<file path="config.mk">
export PLATFORM = sky130hd
export DESIGN_NAME = bitboard_serializer
export DESIGN_NICKNAME = d
export VERILOG_FILES = /design/src/rtl/bitboard_serializer.sv
export SDC_FILE = /design/constraint.sdc
export NUM_CORES = 1
export LEC_CHECK = 0
export CORE_MARGIN = 1
export CORE_UTILIZATION = 40
export CTS_CLUSTER_DIAMETER = 100
export DETAILED_ROUTE_END_ITERATION = 8
export PLACE_DENSITY_LB_ADDON = 0.15
export SLEW_MARGIN = 0
export SYNTH_ARGS = -nofsm -noshare
export SYNTH_HDL_FRONTEND = slang
export SYNTH_SLANG_ARGS = --single-unit
</file>
<file path="constraint.sdc">
create_clock -name clk -period 9.5 [get_ports clk]
set_input_delay 1.9 -clock clk [delete_from_list [all_inputs] [get_ports clk]]
set_output_delay 1.9 -clock clk [all_outputs]
set_load 0.02 [all_outputs]
</file>
<file path="src/rtl/bitboard_serializer.sv">
`default_nettype none
// ============================================================================
// Module      : bitboard_serializer
// Description : Walks a 64-bit bitboard and emits the index of each set bit,
//               lowest first, one square per accepted handshake. Each bitboard
//               ends with a single-cycle done pulse.
// Option      : BITBOARD_SERIALIZER_REMAINING_EN adds the 'remaining' output,
//               which counts the squares not yet accepted.
// Revision    : 1.0 - initial release
// ============================================================================
module bitboard_serializer (
  input  logic        clk,
  input  logic        reset,
  input  logic [63:0] bb_in,
  input  logic        bb_valid,
  output logic        bb_ready,
  output logic [5:0]  square,
  output logic        square_valid,
  input  logic        square_ready,
  output logic        square_last,
  output logic        done,
  input  logic        flush
`ifdef BITBOARD_SERIALIZER_REMAINING_EN
  ,
  output logic [6:0]  remaining
`endif
);

  typedef enum logic [0:0] {
    ST_IDLE = 1'b0,
    ST_EMIT = 1'b1
  } state_t;

  state_t      state_q, state_d;
  logic [63:0] bb_q, bb_d;
  logic [5:0]  square_q, square_d;
  logic        last_q, last_d;
  logic        done_q, done_d;

  // Index of the lowest set bit. An empty board gives 0, but that value is
  // never shown because empty boards skip the EMIT state.
  function automatic logic [5:0] ls1b(input logic [63:0] b);
    logic [5:0] idx;
    idx = '0;
    for (int i = 63; i >= 0; i--) begin
      if (b[i]) idx = 6'(i);
    end
    return idx;
  endfunction

  // A board has exactly one set bit when it is non-zero and clearing its
  // lowest set bit leaves nothing. The caller guarantees b is non-zero.
  function automatic logic single_bit(input logic [63:0] b);
    return (b & (b - 64'd1)) == 64'd0;
  endfunction

  // Board after the current square is retired.
  logic [63:0] w_cleared;
  assign w_cleared = bb_q & (bb_q - 64'd1);

`ifdef BITBOARD_SERIALIZER_REMAINING_EN
  logic [6:0] rem_q, rem_d;

  function automatic logic [6:0] popcount(input logic [63:0] b);
    logic [6:0] c;
    c = '0;
    for (int i = 0; i < 64; i++) begin
      c = c + 7'(b[i]);
    end
    return c;
  endfunction
`endif

  // Next-state logic. A flush wins over both a load and a square handshake.
  always_comb begin
    state_d  = state_q;
    bb_d     = bb_q;
    square_d = square_q;
    last_d   = last_q;
    done_d   = 1'b0;
`ifdef BITBOARD_SERIALIZER_REMAINING_EN
    rem_d    = rem_q;
`endif
    if (flush) begin
      state_d  = ST_IDLE;
      bb_d     = '0;
      square_d = '0;
      last_d   = 1'b0;
`ifdef BITBOARD_SERIALIZER_REMAINING_EN
      rem_d    = '0;
`endif
    end else begin
      case (state_q)
        ST_IDLE: begin
          if (bb_valid) begin
            if (bb_in == 64'd0) begin
              done_d = 1'b1;
            end else begin
              state_d  = ST_EMIT;
              bb_d     = bb_in;
              square_d = ls1b(bb_in);
              last_d   = single_bit(bb_in);
`ifdef BITBOARD_SERIALIZER_REMAINING_EN
              rem_d    = popcount(bb_in);
`endif
            end
          end
        end
        ST_EMIT: begin
          if (square_ready) begin
            if (last_q) begin
              state_d  = ST_IDLE;
              done_d   = 1'b1;
              bb_d     = '0;
              square_d = '0;
              last_d   = 1'b0;
`ifdef BITBOARD_SERIALIZER_REMAINING_EN
              rem_d    = '0;
`endif
            end else begin
              bb_d     = w_cleared;
              square_d = ls1b(w_cleared);
              last_d   = single_bit(w_cleared);
`ifdef BITBOARD_SERIALIZER_REMAINING_EN
              rem_d    = rem_q - 7'd1;
`endif
            end
          end
        end
        default: state_d = ST_IDLE;
      endcase
    end
  end

  // State registers. Reset acts immediately, without waiting for a clock edge.
  always_ff @(posedge clk or posedge reset) begin
    if (reset) begin
      state_q  <= ST_IDLE;
      bb_q     <= '0;
      square_q <= '0;
      last_q   <= 1'b0;
      done_q   <= 1'b0;
`ifdef BITBOARD_SERIALIZER_REMAINING_EN
      rem_q    <= '0;
`endif
    end else begin
      state_q  <= state_d;
      bb_q     <= bb_d;
      square_q <= square_d;
      last_q   <= last_d;
      done_q   <= done_d;
`ifdef BITBOARD_SERIALIZER_REMAINING_EN
      rem_q    <= rem_d;
`endif
    end
  end

  assign bb_ready     = (state_q == ST_IDLE);
  assign square_valid = (state_q == ST_EMIT);
  assign square       = square_q;
  assign square_last  = last_q;
  assign done         = done_q;
`ifdef BITBOARD_SERIALIZER_REMAINING_EN
  assign remaining    = rem_q;
`endif

endmodule
`default_nettype wire

</file>
Word level (Yosys, flattened, before mapping). Cells that the tools add are included.

Bits in registers: 73. Latch bits: 0. Bits in writable memories: 0. ROM bits: 0. Bits of input ports: 69. Output and inout port bits: 10. Word-level logic and storage cells: 177. Memories: 0.

$add $sub $neg: 3. Multipliers: 0. Div/mod/pow operators: 0. $lt $le $gt $ge: 0. Equality and inequality tests: 3. Shift operators: 0. Multiplexer cells: 158. Bitwise operators: 4. Reductions and logical operators: 4.

Operator list (count): $mux 6 (133); $mux 64 (5); $and 64x64->64 (3); $logic_not 64->1 (3); $sub 64x1->64 const B (3); $pmux 64 s2 (1); $mux 1 (15); $pmux 6 s2 (1); $ne 3x3->1 const B (2); $pmux 1 s2 (3); $ne 3x2->1 const B (1); $reduce_and 3->1 (1); $not 1->1 (1).

Logic depth before layout (Yosys ltp).
Depth in word-level cells: 70. Gate-level depth with buffers: 16. Mapped depth without buffers: 11.

Worst setup path before layout. No wires, ideal clock.

Path kind: in2reg. From: input bb_in[8]. To: register last_q, in the netlist square_last. Library setup time: 96 ps. Arrival: 4915 ps. Required time: 9404 ps. Slack: 4490 ps. Stages on the path: 14. Buffers on the path: 3. Path through: clkbuf_1 -> nor4_1 -> and4b_1 -> buf_2 -> nand2_1 -> or2_1 -> clkbuf_1 -> or4_1 -> or4_1 -> maj3_1 -> o32ai_1 -> o2111a_1 -> a21oi_1 -> o32ai_2.

Cells in the longest elaborated chain, start to end: 7. Elaborated cells on any way between the ends: 10. Those cells by class: add/sub (1); eq/ne (1); mux (4); bitwise (1); reduce/logical (3).

Ends and longest elaborated chain: from (decl) (line 14) `input logic [63:0] bb_in,`; $sub 64x1->64 (line 54) `return (b & (b - 64'd1)) == 64'd0;`; $and 64x64->64 (line 54); $logic_not 64->1 (line 54); $mux 1 (line 96) `if (bb_in == 64'd0) begin`; $mux 1 (line 95) `if (bb_valid) begin`; $pmux 1 s2 (line 93) `case (state_q)`; $mux 1 (line 84) `if (flush) begin`; to (signal assigned) (line 150) `last_q <= last_d;`; to (decl) (line 37) `logic last_q, last_d;`.

Parallel ways exist; a longest one is shown, timed or not. The select of a mux whose other input is x is not followed. A chain may end at the register's enable or synchronous reset.

Worst setup path after layout.
From: input bb_in[24]. To: register last_q, in the netlist square_last.

The elaborated chain is that of the path after synthesis.

==> run_results.csv <==
group,metric,value,unit
synthesis,synth_ff_type,"dfrtp_1",
synthesis,syn-num-nets,1204,
pwr,total_leakage_power,0.00330,uW
setup_path,crit_required,9.76,ns
setup_path,path_buf_inv,1,
die,die-area,20600,um^2
layout,areaGrowthSynthToFinish,14.2,%
synthesis,ys_types,94,
timing,tns,0,ns
cts,h-tree-depth,3,
timing,worst_clock_skew,0.0101,ns
synthesis,synth_top_area_cell,"dfrtp_1",
synthesis,yosysTopAreaCellShare,22.8,%
die,die_h,144,um
place,dp_slack,3.53,ns
layout,final_common_cell,"nor2_1",
synthesis,synth.avg_cell_area,7.07,um^2
place,port_buffers,78,
synthesis,seq_area_frac_synth,22.8,%
synthesis,synthAdderAreaFrac,2.01,%
cts,cts_buffers,9,
layout,drive_gt1_share,7.21,%
timing,finalSetupViolCount,0,
setup_path,worstPathCellList,"clkdlybuf4s50_1 > nor4_1 > and4_1 > nand2_1 > or2_1 > or4_1 > or4_1 > maj3_1 > o32ai_1 > o2111a_1 > a21oi_1 > o32ai_2",
setup_path,worst-setup-path-type,"in -> reg",
setup_path,end_kind,"flip-flop",
timing,max_freq,174,MHz
synthesis,synth_top_family_by_area,"compound AO/OA/AOI/OAI gates",
cts,clkTransAtPathRegs,0.07,ns
timing,worst_pin_slew,1.02,ns
route,final_antenna_net_count,0,
timing,finalCriticalPeriod,5.73,ns
timing,rsz0062_at_grt,"false",
cts,cts_resized,0,
global_routing,grt_max_degree,89,
route,wl_per_cell,24.1,um
synthesis,synth_compound_area_share,36.9,%
cts,clk_latency,0.35,ns
synthesis,synthArstFlopShare,100,%
die,num_rows,51,
layout,layout.nets,1215,
setup_path,max_stage_delay,0.79,ns
setup_path,crit_family,"simple AND/OR/NAND/NOR gates",
cts,clock_path_buffers,2,
cts,post-cts-setup-buffers,0,
synthesis,synth.cell_area,8030,um^2
timing,relSlewSlack,32.1,%
synthesis,ys_warn_count,0,
timing,period_share,60.3,%
global_routing,grt_pass1_vias,8549,
synthesis,yosys.area_share.simple,31.0,%
cts,cts_tree,"built",
timing,hold_viol_final,0,
route,drcViolationCount,0,
timing,postLayoutSetupSlackWorst,3.77,ns
global_routing,grt_overflow,0,
route,wirelength,34.1,mm
route,drt_iter0_markers,1404,
hold_path,hold_path_class,"reg -> reg",
place,gp_congestion,1.05,
setup_path,cpMostUsedCell,"or4_1",
synthesis,synth.area.mux_share,0.265,%
layout,final_cell_mix,"nor2_1, o21ai_0, nand2_1, clkdlybuf4s50_1, dfrtp_1",
die,core_area,19600,um^2
cts,postCtsHoldBufs,0,
synthesis,ys_ff_latch,73,
die,initial_core_util,41.0,%
cts,cts_sinks,73,
global_routing,grt_util_all_layers,33.4,%
synthesis,synthTopCellsByArea,"dfrtp_1, nor2_1, o21ai_0",
setup_path,start_kind,"primary input",
synthesis,synth_xor_area_share,0,%
synthesis,synth_edf_count,0,
pwr,ir_drop,0.0952,mV
setup_path,crit_path_max_fanout,11,
global_routing,antenna_found_initial,1,
setup_path,crit_arrival,5.99,ns
cts,clockRootBuffer,"clkbuf_16",
place,dp_hpwl,24.9,mm
flow_run,cap_violations,0,
timing,drv_slew,0,
status,status,"finished, final reports clean",
setup_path,slowest_stage,"nor4_1",
global_routing,grt_pass1_wl,51.9,mm
route,firstDrtPassIters,6,
pwr,p_per_area,145,nW/um^2
die,io_pins,79,
route,via_per_inst,6.84,
route,vias,9694,
synthesis,syn_inst,1135,
die,die_w,144,um
==> flip-flops by register name (all words and copies together) (netlist names) <==
signal / cells
bb_q: 64
square: 6
done: 1
square_last: 1
square_valid: 1
==> final timing paths <==
kind                                  startpoint                       to  slack, ns  depth (start not counted)
setup / recovery                       bb_in[24]  square_last$_DFFE_PP0P_       3.77                         12
hold / removal             square[3]$_DFFE_PP0P_    square[3]$_DFFE_PP0P_       0.54                          2
setup reg to reg             bb_q[1]$_DFFE_PP0P_  square_last$_DFFE_PP0P_       3.92                         11
max in group asynchronous                  reset     bb_q[30]$_DFFE_PP0P_       6.66                          3
min in group asynchronous                  reset   square_valid$_DFF_PP0_       2.18                          3
hold reg to reg            square[3]$_DFFE_PP0P_    square[3]$_DFFE_PP0P_       0.54                          2
==> logic make-up (layout without fill, tap and decap cells) <==
| family | count (synthesis) | in the layout |
|---|---|---|
| muxes | 2 | 2 |
| adders and majority gates | 16 | 16 |
| AOI/OAI and AO/OA | 430 | 430 |
| buffers and inverters | 131 | 147 |
| DFF | 73 | 73 |
| and+or+nand+nor | 483 | 483 |
| other | 0 | 1 |
==> cells in the mapped netlist, types with 4 or more instances <==
cell and count:
o2111ai_1 8, dfrtp_1 73, a221o_1 5, a31oi_1 16, o31ai_1 19, nand2_1 96, and2_1 4, nor4_1 33
nor3b_1 4, a21o_1 7, o21a_1 6, a211oi_1 22, a22oi_1 20, nand3_1 34, maj3_1 15, a22o_1 8
nand2b_1 5, a2111oi_0 8, nor2_1 151, o41ai_1 10, o31a_1 10, o22ai_1 10, o221ai_1 16, or4_1 16
a221oi_1 13, or2_2 11, inv_1 38, a32oi_1 4, a21oi_1 71, o21ai_0 111, o211ai_1 11, nand3b_1 4
buf_2 12, a311oi_1 6, or3_1 17, a21boi_0 5, nand4_1 23, o21bai_1 5, nor3_1 52, clkbuf_1 72
==> where the power goes <==
part | internal, uW | leakage [uW] | switching [uW] | total [uW]
Combinational | 192 | 0.00217 | 348 | 540
Clock | 239 | 0.000159 | 159 | 398
Sequential | 336 | 0.000970 | 53.4 | 390
==> layout make-up <==
class                   count  area (um^2)
diodes                      1         2.50
clock buffers              10          239
clock inverters             6         90.1
fillers                  2065        10400
inverters                  38          144
multi-input cells         931         5650
flip-flops and latches     73         1830
well taps                 265          332
repair buffers             93          888
==> per-stage QoR <==
| stage | area (um^2) | util, % | hold slack (ns) | std cells | power [uW] |
|---|---|---|---|---|---|
| 2_1_floorplan | 8030 | - | 0.510 | 1135 | 733 |
| 3_3_place_gp | 8840 | 45.1 | 0.526 | 1400 | 918 |
| 3_5_place_dp | 8840 | 45.1 | 0.517 | 1400 | 916 |
| 4_1_cts | 9170 | 46.8 | 0.540 | 1416 | 1310 |
| 5_1_grt | 9170 | 46.8 | 0.566 | 1417 | 1390 |
| 6_report | 9170 | 46.8 | 0.539 | 1417 | 1330 |
==> layer usage <==
metal | up-vias | wire length [um] | GRT usage [%]
met5 | - | 0 | 0
met4 | 0 | 971 | 11.0
met3 | 71 | 3290 | 5.80
met2 | 611 | 15200 | 51.6
met1 | 4594 | 14600 | 46.9
li1 | 4418 | - | -
==> tightest hold or removal path, cell delays in order (launching register included) <==
cell     delay [ns]
dfrtp_1        0.35
a22oi_1        0.09
o41ai_1        0.06
No activity file was read; power rests on OpenSTA's default activity.
